### src/rtl/copro_bcd_unit.sv
// Multi-cycle BCD arithmetic unit for the CV-X-IF example coprocessor.
// BIN2BCD runs an iterative double-dabble (one bit per cycle); BCDADD/BCDSUB
// and illegal ops resolve at the accept edge. A single response buffer with
// valid/ready back-pressure carries the result and the pass-through tags.
module copro_bcd_unit #(
  parameter int unsigned XLEN        = 32,
  parameter int unsigned HartIdWidth = 1,
  parameter int unsigned IdWidth     = 4
) (
  input  logic                   clk_i,
  input  logic                   rst_i,
  input  logic                   flush_i,
  input  logic                   req_valid_i,
  output logic                   req_ready_o,
  input  logic [1:0]             req_op_i,
  input  logic [XLEN-1:0]        req_rs1_i,
  input  logic [XLEN-1:0]        req_rs2_i,
  input  logic [HartIdWidth-1:0] req_hartid_i,
  input  logic [IdWidth-1:0]     req_id_i,
  input  logic [4:0]             req_rd_i,
  output logic                   resp_valid_o,
  input  logic                   resp_ready_i,
  output logic [XLEN-1:0]        resp_result_o,
  output logic [HartIdWidth-1:0] resp_hartid_o,
  output logic [IdWidth-1:0]     resp_id_o,
  output logic [4:0]             resp_rd_o,
  output logic                   resp_we_o,
  output logic                   resp_ovf_o,
  output logic                   resp_inv_o,
  output logic                   busy_o
);

  localparam int unsigned NumDigits = XLEN / 4;
  localparam int unsigned CntW      = $clog2(XLEN);
  localparam logic [CntW-1:0] CntLast = CntW'(XLEN - 1);

  localparam logic [1:0] OpBin2Bcd = 2'b00;
  localparam logic [1:0] OpBcdAdd  = 2'b01;
  localparam logic [1:0] OpBcdSub  = 2'b10;

  typedef enum logic [1:0] {StIdle, StConv, StResp} state_e;

  state_e                 state_q, state_d;
  logic [XLEN-1:0]        bin_q, bin_d;
  logic [XLEN-1:0]        acc_q, acc_d;
  logic                   acc_ovf_q, acc_ovf_d;
  logic [CntW-1:0]        cnt_q, cnt_d;
  logic [XLEN-1:0]        result_q, result_d;
  logic [HartIdWidth-1:0] hartid_q, hartid_d;
  logic [IdWidth-1:0]     id_q, id_d;
  logic [4:0]             rd_q, rd_d;
  logic                   we_q, we_d;
  logic                   ovf_q, ovf_d;
  logic                   inv_q, inv_d;

  logic                   accept;

  // Combinational BCD add/sub over all digits plus operand digit validity.
  logic [XLEN-1:0] add_res, sub_res;
  logic            add_carry, sub_borrow, opnd_inv;
  always_comb begin
    logic [4:0] s;
    logic [4:0] t;
    logic [3:0] xd;
    logic [3:0] yd;
    add_res    = '0;
    sub_res    = '0;
    add_carry  = 1'b0;
    sub_borrow = 1'b0;
    opnd_inv   = 1'b0;
    s          = '0;
    t          = '0;
    xd         = '0;
    yd         = '0;
    for (int i = 0; i < NumDigits; i++) begin
      xd = req_rs1_i[i*4 +: 4];
      yd = req_rs2_i[i*4 +: 4];
      if (xd > 4'd9 || yd > 4'd9) opnd_inv = 1'b1;
      s = {1'b0, xd} + {1'b0, yd} + {4'b0, add_carry};
      if (s >= 5'd10) begin
        s         = s - 5'd10;
        add_carry = 1'b1;
      end else begin
        add_carry = 1'b0;
      end
      add_res[i*4 +: 4] = s[3:0];
      // Borrow when x < y + b; otherwise the plain difference fits a digit.
      if ({1'b0, xd} < ({1'b0, yd} + {4'b0, sub_borrow})) begin
        t          = {1'b0, xd} + 5'd10 - {1'b0, yd} - {4'b0, sub_borrow};
        sub_borrow = 1'b1;
      end else begin
        t          = {1'b0, xd} - {1'b0, yd} - {4'b0, sub_borrow};
        sub_borrow = 1'b0;
      end
      sub_res[i*4 +: 4] = t[3:0];
    end
  end

  // One double-dabble step: add-3 correction then shift {acc, bin} left.
  logic [XLEN-1:0] acc_adj, acc_sh, bin_sh;
  logic            acc_out;
  always_comb begin
    acc_adj = acc_q;
    for (int i = 0; i < NumDigits; i++) begin
      if (acc_q[i*4 +: 4] >= 4'd5) acc_adj[i*4 +: 4] = acc_q[i*4 +: 4] + 4'd3;
    end
    acc_out = acc_adj[XLEN-1];
    acc_sh  = {acc_adj[XLEN-2:0], bin_q[XLEN-1]};
    bin_sh  = {bin_q[XLEN-2:0], 1'b0};
  end

  assign req_ready_o = !rst_i && !flush_i &&
                       ((state_q == StIdle) || ((state_q == StResp) && resp_ready_i));
  assign accept      = req_valid_i && req_ready_o;

  // Next-state logic: iterate, consume, accept (accept overrides consume), flush last.
  always_comb begin
    state_d   = state_q;
    bin_d     = bin_q;
    acc_d     = acc_q;
    acc_ovf_d = acc_ovf_q;
    cnt_d     = cnt_q;
    result_d  = result_q;
    hartid_d  = hartid_q;
    id_d      = id_q;
    rd_d      = rd_q;
    we_d      = we_q;
    ovf_d     = ovf_q;
    inv_d     = inv_q;

    unique case (state_q)
      StConv: begin
        bin_d     = bin_sh;
        acc_d     = acc_sh;
        acc_ovf_d = acc_ovf_q | acc_out;
        cnt_d     = cnt_q + 1'b1;
        if (cnt_q == CntLast) begin
          state_d  = StResp;
          result_d = acc_sh;
          ovf_d    = acc_ovf_q | acc_out;
          we_d     = 1'b1;
          inv_d    = 1'b0;
        end
      end
      StResp: begin
        if (resp_ready_i) state_d = StIdle;
      end
      default: ;
    endcase

    if (accept) begin
      hartid_d = req_hartid_i;
      id_d     = req_id_i;
      rd_d     = req_rd_i;
      if (req_op_i == OpBin2Bcd) begin
        bin_d     = req_rs1_i;
        acc_d     = '0;
        acc_ovf_d = 1'b0;
        cnt_d     = '0;
        state_d   = StConv;
      end else begin
        state_d = StResp;
        if (req_op_i == OpBcdAdd && !opnd_inv) begin
          result_d = add_res;
          ovf_d    = add_carry;
          we_d     = 1'b1;
          inv_d    = 1'b0;
        end else if (req_op_i == OpBcdSub && !opnd_inv) begin
          result_d = sub_res;
          ovf_d    = sub_borrow;
          we_d     = 1'b1;
          inv_d    = 1'b0;
        end else begin
          // Illegal op or non-BCD operand digit.
          result_d = '0;
          ovf_d    = 1'b0;
          we_d     = 1'b0;
          inv_d    = 1'b1;
        end
      end
    end

    if (flush_i) state_d = StIdle;
  end

  // State and datapath registers with synchronous reset.
  always_ff @(posedge clk_i) begin
    if (rst_i) begin
      state_q   <= StIdle;
      bin_q     <= '0;
      acc_q     <= '0;
      acc_ovf_q <= 1'b0;
      cnt_q     <= '0;
      result_q  <= '0;
      hartid_q  <= '0;
      id_q      <= '0;
      rd_q      <= '0;
      we_q      <= 1'b0;
      ovf_q     <= 1'b0;
      inv_q     <= 1'b0;
    end else begin
      state_q   <= state_d;
      bin_q     <= bin_d;
      acc_q     <= acc_d;
      acc_ovf_q <= acc_ovf_d;
      cnt_q     <= cnt_d;
      result_q  <= result_d;
      hartid_q  <= hartid_d;
      id_q      <= id_d;
      rd_q      <= rd_d;
      we_q      <= we_d;
      ovf_q     <= ovf_d;
      inv_q     <= inv_d;
    end
  end

  assign resp_valid_o  = (state_q == StResp);
  assign busy_o        = (state_q != StIdle);
  assign resp_result_o = result_q;
  assign resp_hartid_o = hartid_q;
  assign resp_id_o     = id_q;
  assign resp_rd_o     = rd_q;
  assign resp_we_o     = we_q;
  assign resp_ovf_o    = ovf_q;
  assign resp_inv_o    = inv_q;

endmodule
### config.mk
export PLATFORM = sky130hd
export DESIGN_NAME = copro_bcd_unit
export DESIGN_NICKNAME = d
export VERILOG_FILES = /design/src/rtl/copro_bcd_unit.sv
export SDC_FILE = /design/constraint.sdc
export NUM_CORES = 1
export LEC_CHECK = 0
export BUFFER_PORTS_ARGS = -buffer_cell sky130_fd_sc_hd__buf_2
export CAP_MARGIN = 20
export CELL_PAD_IN_SITES_DETAIL_PLACEMENT = 0
export CELL_PAD_IN_SITES_GLOBAL_PLACEMENT = 1
export CORE_ASPECT_RATIO = 0.6
export CORE_MARGIN = 2
export CORE_UTILIZATION = 25
export CTS_BUF_LIST = sky130_fd_sc_hd__clkbuf_16
export CTS_CLUSTER_SIZE = 25
export DETAILED_ROUTE_END_ITERATION = 7
export GPL_TIMING_DRIVEN = 0
export MAX_ROUTING_LAYER = met4
export PLACE_DENSITY_LB_ADDON = 0.1
export SLEW_MARGIN = 10
export SYNTH_ARGS = -nofsm -noshare
export SYNTH_HDL_FRONTEND = slang
export SYNTH_SLANG_ARGS = --single-unit
### constraint.sdc
create_clock -name clk_i -period 52 [get_ports clk_i]
set_clock_uncertainty 0.05 [all_clocks]
set_input_delay 13 -clock clk_i [delete_from_list [all_inputs] [get_ports clk_i]]
set_output_delay 13 -clock clk_i [all_outputs]
set_load 0.02 [all_outputs]
==> results.yml <==
worst_setup_path:
  cpMaxStageDelayCell: "a211oi_1"
  worst-path-max-fanout: 5
  arrival_ps: 28000
  r2r_setup_slack_ps: 49070
  required_ps: 52320
  crit_family: "adder cells"
  cpPeakStageDelay_ps: 480
  rr_worst_depth: 6
  path_class: "input pin to flop"
  r2r-end: "resp_result_o[23]"
  critPathCaptureType: "flop"
  rr_startpoint: "state_q[1]"
  crit_buf_inv: 16
  startpoint_type: "input pin"
yosys:
  synthArstFlopShare_pct: 0
  yosysWarningCount: 0
  yosys.area.top_type_share_pct: 21.2
  synth_cell_types: 78
  syn_area_um2: 11000
  syn-num-nets: 1587
  ys_seq_elements: 117
  avgSynthCellArea_um2: 8.34
  synth_edf_count: 0
  synth_cells: 1324
  yosysTopAreaCell: "dfxtp_1"
  synth_seq_area_share_pct: 21.2
  synth.most_common_cell: "nand2_1"
  ys_top_cells_by_count: "nand2_1 (146), ha_1 (143), inv_1 (137)"
  synth_ff_type: "dfxtp_1"
  synthTopCellsByArea: "dfxtp_1 (21%), ha_1 (16%), fa_1 (7.1%)"
global_routing:
  grt.total_usage_pct: 19.0
  grt_first_pass_wirelength_mm: 62.8
  globalRouteOverflowTotal: 0
  grt_pass1_vias: 9614
  antenna_found_initial: 0
  grt_start_max_net_pins: 17
run:
  max-cap-violations: 0
pwr:
  switchingPower_mw: 0.116
  seqPwrFrac_pct: 29.3
  cellPowerDensity_nw_per_um2: 24.5
  p_int_mw: 0.201
  sw_frac_of_total_pct: 36.5
  combPwrFrac_pct: 35.9
  max-vdd-ir-drop_mv: 0.0238
  p_leak_nw: 5.54
  clockPowerShare_pct: 34.8
timing:
  period_share_pct: 53.2
  hold_slack_ps: 416
  fin_setup_tns_ps: 0
  max_freq_mhz: 36.1
  rsz0062_at_grt: "false"
  tightest_slew_ps: 1110
  finalCriticalPeriod_ps: 27680
  slew_viol_final: 0
  hold_viol: 0
  final-setup-viol-count: 0
  slew_headroom_pct: 26.2
clocking:
  cts_hold_buf: 0
  post-cts-setup-buffers: 0
  cts_buffers: 17
  cts_tree: "yes"
  clk_latency_ps: 440
  cts.reportedPaths.clkPinSlew_ps: 60
  post_cts_resized: 0
  root_buffer: "clkbuf_16"
  cts_num_sinks: 117
  ctsLongestPathBuffers: 2
  htree_levels: 4
placement:
  port_buffers: 127
  dp_hpwl_mm: 33.5
  place.gp.congestion: 0.826
hold_path:
  min-delay-start: "acc_q[17]"
  hold_path.class: "flop to flop"
  hold_depth: 2
  holdPathEnd: "acc_q[17]"
die:
  die-area_um2: 45900
  core_area_um2: 43500
  die_h_um: 167
  initial_core_util_pct: 25.4
  die_x_um: 275
  rows: 59
  ios: 129
route:
  dr_wl_met2_mm: 16.8
  met1_length_mm: 22.5
  via_count: 9919
  wl_per_cell_um: 20.2
  dr.max_layer_used: "met4"
  wl_met3_mm: 1.80
  routed_wl_mm: 41.7
  drcViolationCount: 0
  via_per_inst: 4.81
  ant_nets: 0
  drtIter0Drc: 681
  drtPass1Iterations: 5
cells_and_area:
  n_fill_cell: 4689
  fin_nets: 1734
  syn_to_final_growth_pct: 17.1
  drive_above_1_share_pct: 15.4
  diodes: 0
status:
  status: "finished, final reports clean"
[cells by family after synthesis]
logic type      synth area share (%)
buf+inv                         7.24
simple gates                    16.4
flops                           21.2
fa+ha+maj                       23.3
xor+xnor                        5.47
compound gates                  22.1
mux                             4.38
[power by group through the flow]
stage	Combinational (mW)	Sequential, mW	Clock, mW
2_1_floorplan	0.0764	0.0955	0
6_report	0.114	0.0929	0.110
5_1_grt	0.128	0.0930	0.116
3_3_place_gp	0.115	0.0949	0
4_1_cts	0.115	0.0929	0.113
3_5_place_dp	0.114	0.0949	0
[metal layers]
metal	GRT usage, %	vias up
met1	28.7	4755
met4	3.90	0
met3	3.17	32
met2	26.1	212
li1	-	4920
met5	-	-
[stage by stage]
step | power (mW) | cell area (um2) | std cells | worst slack, ps | utilization, %
2_1_floorplan | 0.172 | 11000 | 1324 | 25060 | -
3_3_place_gp | 0.210 | 12400 | 2030 | 23710 | 28.5
3_5_place_dp | 0.209 | 12400 | 2031 | 23960 | 28.5
4_1_cts | 0.320 | 12900 | 2063 | 24360 | 29.7
5_1_grt | 0.337 | 12900 | 2063 | 23180 | 29.7
6_report | 0.317 | 12900 | 2063 | 24320 | 29.7
[worst register-to-register path, stage by stage, from the launching register on]
cell and delay (ps):
dfxtp_1 360, nor2b_1 150, nand4bb_1 410, nor2_1 450, clkbuf_1 730, o21ai_0 310, o221a_2 370
[worst max path at each step]
| stage | start | end | cells after the start |
|---|---|---|---|
| final | req_rs1_i[0] | resp_result_o[30] | 69 |
| after CTS | req_rs1_i[0] | resp_result_o[30] | 69 |
| after floorplan | rst_i | req_ready_o | 2 |
| after global routing | req_rs1_i[0] | resp_result_o[30] | 69 |
| after detailed placement | req_rs1_i[0] | resp_result_o[30] | 69 |
| after global placement | req_rs1_i[0] | resp_result_o[30] | 69 |
[final cells by class]
type | count | area [um2] | share of cell area, %
Sequential cell | 117 | 2340 | 18.1
Buffer | 58 | 285 | 2.21
Timing Repair Buffer | 128 | 639 | 4.94
Inverter | 137 | 514 | 3.98
Multi-Input combinational cell | 1012 | 7910 | 61.1
Clock inverter | 15 | 98.8 | 0.764
Tap cell | 579 | 724 | 5.60
Clock buffer | 17 | 425 | 3.29
[sequential cells by signal, indices dropped and copies added (netlist names)]
name           count
acc_q             32
bin_q             32
resp_result_o     32
cnt_q              5
resp_rd_o          5
resp_id_o          4
state_q            2
acc_ovf_q          1
resp_hartid_o      1
resp_inv_o         1
resp_ovf_o         1
resp_we_o          1
[layout by cell type, fill, tap and decap left out, types with 9 or more instances in the layout]
| cell | n |
|---|---|
| nor2_1 | 114 |
| xnor2_1 | 35 |
| o21ai_0 | 47 |
| a311oi_1 | 36 |
| nand2_1 | 146 |
| xor2_1 | 34 |
| nor3b_1 | 9 |
| buf_1 | 10 |
| mux2i_1 | 36 |
| a211oi_1 | 26 |
| nand2b_1 | 16 |
| o21a_1 | 9 |
| nor3_1 | 11 |
| nand3_1 | 17 |
| nor2b_1 | 24 |
| inv_1 | 139 |
| a31oi_1 | 9 |
| ha_1 | 143 |
| clkbuf_16 | 17 |
| buf_2 | 137 |
| dfxtp_1 | 117 |
| a21oi_1 | 81 |
| mux2_2 | 10 |
| clkbuf_1 | 33 |
| fa_1 | 39 |
No activity file was read; power rests on OpenSTA's default activity.
